===== config.mk =====
export PLATFORM = sky130hd
export DESIGN_NAME = shift_deserializer_flat
export DESIGN_NICKNAME = d
export VERILOG_FILES = /design/src/rtl/shift_deserializer_if.sv /design/src/rtl/shift_deserializer.sv /design/src/flat_wrapper.sv
export SDC_FILE = /design/constraint.sdc
export NUM_CORES = 1
export LEC_CHECK = 0
export ABC_CLOCK_PERIOD_IN_PS = 2250
export BUFFER_PORTS_ARGS = -buffer_cell sky130_fd_sc_hd__buf_2
export CAP_MARGIN = 20
export CORE_MARGIN = 8
export CORE_UTILIZATION = 45
export DETAILED_ROUTE_END_ITERATION = 16
export PLACE_DENSITY = 0.8
export REMOVE_ABC_BUFFERS = 1
export SKIP_LAST_GASP = 1
export SLEW_MARGIN = 10
export SYNTH_ARGS = -nofsm -noshare
export SYNTH_HDL_FRONTEND = slang
export SYNTH_SLANG_ARGS = --single-unit

===== constraint.sdc =====
create_clock -name clock -period 2.25 [get_ports clock]
set_clock_uncertainty 0.15 [all_clocks]
set_input_delay 0.1125 -clock clock [delete_from_list [all_inputs] [get_ports clock]]
set_output_delay 0.1125 -clock clock [all_outputs]
set_load 0.05 [all_outputs]

===== src/rtl/shift_deserializer_if.sv =====
// Serial-in / word-out bus of shift_deserializer.
// slave: the deserializer side; master: the side that feeds bits and takes words.
interface shift_deserializer_if #(
  parameter int unsigned WIDTH = 4
);
  logic             serial_in;
  logic             serial_valid;
  logic             frame_start;
  logic             lsb_first;
  logic             out_ready;
  logic [WIDTH-1:0] data_out;
  logic             out_valid;
  logic             parity_err;
  logic             overrun;
  logic             busy;

  modport slave (
    input  serial_in, serial_valid, frame_start, lsb_first, out_ready,
    output data_out, out_valid, parity_err, overrun, busy
  );

  modport master (
    output serial_in, serial_valid, frame_start, lsb_first, out_ready,
    input  data_out, out_valid, parity_err, overrun, busy
  );
endinterface


===== src/rtl/shift_deserializer.sv =====
// shift_deserializer: collects serial bits into a WIDTH-bit word and presents
// it through a valid/ready holding register. The frame shift register and the
// holding register are separate, so a new frame can arrive while the previous
// word waits to be taken.
// Optional feature: define SHIFT_DESERIALIZER_PARITY_EN to append one
// even-parity bit to each frame and report mismatches on parity_err.
module shift_deserializer #(
  parameter int unsigned WIDTH = 4
) (
  input  logic                 clock,
  input  logic                 reset,
  shift_deserializer_if.slave  bus
);

  localparam int unsigned CNT_W = $clog2(WIDTH + 1);
  localparam logic [CNT_W-1:0] LAST_IDX = CNT_W'(WIDTH - 1);

`ifdef SHIFT_DESERIALIZER_PARITY_EN
  typedef enum logic [1:0] {IDLE, SHIFT, PARITY} state_t;
`else
  typedef enum logic [1:0] {IDLE, SHIFT} state_t;
`endif

  state_t           state_q, state_d;
  logic [CNT_W-1:0] count_q, count_d;
  logic [WIDTH-1:0] sr_q, sr_d;
  logic             lsb_q, lsb_d;
  logic [WIDTH-1:0] data_q, data_d;
  logic             valid_q, valid_d;
  logic             overrun_q, overrun_d;

  logic [WIDTH-1:0] sr_shift;
  logic [WIDTH-1:0] sr_start;
  logic [WIDTH-1:0] word;
  logic             complete;
  logic             restart;

`ifdef SHIFT_DESERIALIZER_PARITY_EN
  logic perr_q, perr_d;
  logic word_perr;
`endif

  // Shift datapath: next register value for a continuing bit and for bit 0
  always_comb begin
    if (lsb_q) sr_shift = {bus.serial_in, sr_q[WIDTH-1:1]};
    else       sr_shift = {sr_q[WIDTH-2:0], bus.serial_in};
    if (bus.lsb_first) sr_start = {bus.serial_in, {(WIDTH-1){1'b0}}};
    else               sr_start = {{(WIDTH-1){1'b0}}, bus.serial_in};
  end

  // Next-state, frame assembly and holding-register handshake
  always_comb begin
    state_d   = state_q;
    count_d   = count_q;
    sr_d      = sr_q;
    lsb_d     = lsb_q;
    data_d    = data_q;
    valid_d   = valid_q;
    overrun_d = 1'b0;
    complete  = 1'b0;
    word      = sr_shift;
`ifdef SHIFT_DESERIALIZER_PARITY_EN
    perr_d    = perr_q;
    word_perr = 1'b0;
`endif
    restart   = bus.serial_valid && bus.frame_start;

    if (valid_q && bus.out_ready) valid_d = 1'b0;

    // frame_start wins in every state: mid-frame it silently aborts the
    // partial frame, so no completion/overrun can occur on that bit
    if (restart) begin
      sr_d    = sr_start;
      lsb_d   = bus.lsb_first;
      count_d = CNT_W'(1);
      state_d = SHIFT;
    end else if (bus.serial_valid) begin
      case (state_q)
        SHIFT: begin
          sr_d = sr_shift;
          if (count_q == LAST_IDX) begin
`ifdef SHIFT_DESERIALIZER_PARITY_EN
            count_d = CNT_W'(WIDTH);
            state_d = PARITY;
`else
            complete = 1'b1;
            word     = sr_shift;
            count_d  = '0;
            state_d  = IDLE;
`endif
          end else begin
            count_d = count_q + CNT_W'(1);
          end
        end
`ifdef SHIFT_DESERIALIZER_PARITY_EN
        PARITY: begin
          complete  = 1'b1;
          word      = sr_q;
          word_perr = (^sr_q) ^ bus.serial_in;
          count_d   = '0;
          state_d   = IDLE;
        end
`endif
        default: ;
      endcase
    end

    if (complete) begin
      if (!valid_q || bus.out_ready) begin
        data_d  = word;
        valid_d = 1'b1;
`ifdef SHIFT_DESERIALIZER_PARITY_EN
        perr_d  = word_perr;
`endif
      end else begin
        overrun_d = 1'b1;
      end
    end
  end

  // State and datapath registers
  always_ff @(posedge clock or negedge reset) begin
    if (!reset) begin
      state_q   <= IDLE;
      count_q   <= '0;
      sr_q      <= '0;
      lsb_q     <= 1'b0;
      data_q    <= '0;
      valid_q   <= 1'b0;
      overrun_q <= 1'b0;
    end else begin
      state_q   <= state_d;
      count_q   <= count_d;
      sr_q      <= sr_d;
      lsb_q     <= lsb_d;
      data_q    <= data_d;
      valid_q   <= valid_d;
      overrun_q <= overrun_d;
    end
  end

`ifdef SHIFT_DESERIALIZER_PARITY_EN
  // Parity flag travels with the held word
  always_ff @(posedge clock or negedge reset) begin
    if (!reset) perr_q <= 1'b0;
    else        perr_q <= perr_d;
  end
  assign bus.parity_err = perr_q;
`else
  assign bus.parity_err = 1'b0;
`endif

  assign bus.data_out  = data_q;
  assign bus.out_valid = valid_q;
  assign bus.overrun   = overrun_q;
  assign bus.busy      = (state_q != IDLE);

endmodule


===== src/flat_wrapper.sv =====
// flat-port wrapper written by rule: the top's interface ports become plain ports
module shift_deserializer_flat 
#(
  parameter int unsigned WIDTH = 4
)
  (clock, reset, bus_serial_in, bus_serial_valid, bus_frame_start, bus_lsb_first, bus_out_ready, bus_data_out, bus_out_valid, bus_parity_err, bus_overrun, bus_busy);
  shift_deserializer_if #(.WIDTH(WIDTH)) bus_i ();
  input  logic clock;
  input  logic reset;
  input wire logic [$bits(bus_i.serial_in)-1:0] bus_serial_in;
  input wire logic [$bits(bus_i.serial_valid)-1:0] bus_serial_valid;
  input wire logic [$bits(bus_i.frame_start)-1:0] bus_frame_start;
  input wire logic [$bits(bus_i.lsb_first)-1:0] bus_lsb_first;
  input wire logic [$bits(bus_i.out_ready)-1:0] bus_out_ready;
  output wire logic [$bits(bus_i.data_out)-1:0] bus_data_out;
  output wire logic [$bits(bus_i.out_valid)-1:0] bus_out_valid;
  output wire logic [$bits(bus_i.parity_err)-1:0] bus_parity_err;
  output wire logic [$bits(bus_i.overrun)-1:0] bus_overrun;
  output wire logic [$bits(bus_i.busy)-1:0] bus_busy;
  assign bus_i.serial_in = bus_serial_in;
  assign bus_i.serial_valid = bus_serial_valid;
  assign bus_i.frame_start = bus_frame_start;
  assign bus_i.lsb_first = bus_lsb_first;
  assign bus_i.out_ready = bus_out_ready;
  assign bus_data_out = bus_i.data_out;
  assign bus_out_valid = bus_i.out_valid;
  assign bus_parity_err = bus_i.parity_err;
  assign bus_overrun = bus_i.overrun;
  assign bus_busy = bus_i.busy;
  shift_deserializer #(.WIDTH(WIDTH)) u_core (.clock(clock), .reset(reset), .bus(bus_i));
endmodule

==> results.json <==
{
  "outcome": "completed",
  "drtIter0Drc": 12,
  "h-tree-depth": 1,
  "wl_per_cell_um": 13.60,
  "ys.flop_type": "dfrtp_1",
  "synth_compound_area_share_pct": 13.23,
  "io_buffers": 13,
  "utilization_pct": 56.72,
  "yosysTopAreaCell": "dfrtp_1",
  "worstHoldPathType": "in -> reg",
  "crit_fanout": 6,
  "r2r_start": "u_core.count_q[0]",
  "layout_min_cycle_time_ns": 1.701,
  "p_per_area_nw_per_um2": 1083,
  "arrival_ns": 1.74,
  "start_util_pct": 47.65,
  "synthArstFlopShare_pct": 100.0,
  "post-dp-hpwl_mm": 1.000,
  "fin_cells": 99,
  "min-delay-start": "bus_serial_valid",
  "clk_pin_slew_ns": 0.09,
  "crit_type": "reg -> reg",
  "synth.yosys.seq_area_share_pct": 52.91,
  "synthSimpleGateAreaFrac_pct": 15.17,
  "clk-insertion-delay-late_ns": 0.29,
  "clock_sinks": 15,
  "cts_tree": "yes",
  "p_leak_nw": 0.4105,
  "ir_drop_mv": 0.6502,
  "cts_made_buffers": 3,
  "synth_fa_ha_area_share_pct": 1.764,
  "die_h_um": 55.71,
  "setup_tns_ns": 0,
  "syn_inst": 65,
  "grt_use_total_pct": 9.179,
  "clock.fmax_ghz": 0.5880,
  "place_inst": 91,
  "setup_viol": 0,
  "maxCapViolCount": 0,
  "rsz0062_at_grt": "false",
  "yosysWarnings": 0,
  "drive_above_1_share_pct": 28.92,
  "io_pins": 15,
  "fp.dieW_um": 55.71,
  "netlist.area_leader.share_pct": 52.91,
  "rrSetupSlack_ns": 0.55,
  "ys_types": 25,
  "syn_avg_cell_area_um2": 10.91,
  "insertedDiodeCount": 0,
  "report.final.slew_viol_count": 0,
  "first_pass_iters": 4,
  "antenna_found_initial": 0,
  "start_kind": "flip-flop",
  "grt_pass1_vias": 516,
  "syn_area_um2": 709.4,
  "die_area_um2": 3103,
  "vias": 522,
  "ant_nets": 0,
  "synthMuxAreaShare_pct": 11.99,
  "synth_top_family_by_area": "simple AND/OR/NAND/NOR gates",
  "viasPerCell": 5.273,
  "crit_start": "u_core.count_q[0]",
  "num-nets-final": 92,
  "synthTopCellsByArea": "dfrtp_1, mux2_2, mux2i_1, o21ai_0, nand2_1",
  "cts_buffer_depth": 2,
  "grt_max_degree": 16,
  "num_rows": 14,
  "core_um2": 1489,
  "crit_required_ns": 2.29,
  "drc": 0,
  "ys_ff_latch": 15,
  "areaGrowthSynthToFinish_pct": 19.05,
  "grt_pass1_wl_mm": 2.290,
  "period_share_pct": 75.58,
  "hold_slack_ns": 0.009773,
  "grt_overflow": 0,
  "root_buffer": "clkbuf_4",
  "drt-total-wl_mm": 1.346,
  "end_kind": "flip-flop",
  "place_congestion": 0.8313,
  "hold_viol": 0,
  "synth_xor_area_share_pct": 0,
  "synth_edf_count": 0
}
power breakdown:
| part | internal [mW] | switching, mW | total (mW) |
|---|---|---|---|
| Sequential | 0.339 | 0.0522 | 0.391 |
| Clock | 0.0691 | 0.0906 | 0.160 |
| Combinational | 0.110 | 0.254 | 0.363 |
cells in the mapped netlist, drive strengths merged (2+ instances only):
| library cell | number |
|---|---|
| dfrtp | 15 |
| nand2 | 8 |
| o21ai | 6 |
| inv | 4 |
| mux2 | 4 |
| mux2i | 4 |
| nor2 | 4 |
| a21oi | 2 |
| buf | 2 |
| nand2b | 2 |
kinds of logic (layout without fill, tap and decap cells):
logic type / count (synthesis) / in the layout
compound gates: 15 / 15
fa+ha+maj: 1 / 1
other cells: 1 / 1
simple gates: 18 / 18
flops: 15 / 15
mux: 8 / 8
buf+inv: 7 / 25
metal layers:
layer	share of wire (%)	global-route usage [%]	routed length (um)	vias to the layer above
li1	-	-	-	261
met1	45	10.20	610	245
met2	46	13.94	620	13
met3	6.8	4.338	91	3
met4	1.8	5.282	24	0
met5	0	0	0	-
worst paths after layout:
| path | depth (start not counted) | to |
|---|---|---|
| setup reg to reg | 4 | u_core.bus.data_out[0] |
| min in group asynchronous | 2 | u_core.bus.data_out[0] |
| hold reg to reg | 2 | u_core.count_q[1] |
| hold / removal | 2 | u_core.count_q[2] |
| setup / recovery | 4 | u_core.bus.data_out[0] |
| max in group asynchronous | 2 | u_core.sr_q[2] |
cell type report:
type,instances,area (um2)
Timing Repair Buffer,17,105.1
Fill cell,127,644.4
Clock buffer,4,26.28
Inverter,4,15.01
Tap cell,16,20.02
Multi-Input combinational cell,43,302.8
Sequential cell,15,375.4
flip-flops by register name, indices dropped and copies added (netlist names):
signal                flops
u_core.bus.overrun        1
u_core.state_q            1
u_core.bus.data_out       4
u_core.bus.out_valid      1
u_core.count_q            3
u_core.lsb_q              1
u_core.sr_q               4
worst max-delay path, cell delays in order, from the launching register on:
cell	delay, ns
dfrtp_1	0.39
ha_1	0.18
nand2b_1	0.17
nor3b_4	0.34
mux2_2	0.37
placed cells by master (no fill, tap or decap):
| cell | Yosys | layout |
|---|---|---|
| nor3_1 | 1 | 1 |
| dfrtp_1 | 15 | 15 |
| ha_1 | 1 | 1 |
| clkbuf_1 | 1 | 1 |
| a31oi_1 | 1 | 1 |
| nor2_1 | 4 | 4 |
| nor3b_4 | 1 | 1 |
| a22o_1 | 1 | 1 |
| a21boi_0 | 1 | 1 |
| dlygate4sd3_1 | 0 | 4 |
| nand2b_1 | 2 | 2 |
| o21ai_0 | 6 | 6 |
| nand3b_4 | 1 | 1 |
| mux2_2 | 4 | 4 |
| a21o_2 | 1 | 1 |
| nand2_1 | 8 | 8 |
| mux2i_1 | 4 | 4 |
| conb_1 | 1 | 1 |
| nand4_1 | 1 | 1 |
| o22ai_1 | 1 | 1 |
| a31o_2 | 1 | 1 |
| a21oi_1 | 2 | 2 |
| clkbuf_4 | 0 | 3 |
| buf_2 | 1 | 13 |
| o21a_1 | 1 | 1 |
| inv_1 | 4 | 4 |
through the flow:
stage	total power [mW]	worst slack, ns	cell area, um2
after detailed placement	0.7570	0.5583	778.2
after CTS	0.9161	0.5583	844.6
after global placement	0.7517	0.6262	778.2
final	0.9143	0.5494	844.6
after floorplan	0.6624	0.4321	693.2
after global routing	0.9657	0.4633	844.6
timing repair:
item	CTS	global route
resized for setup	0	0
hold endpoints to repair	19	0
setup buffers	0	0
hold buffers	4	0
(Power assumes the default switching activity.)
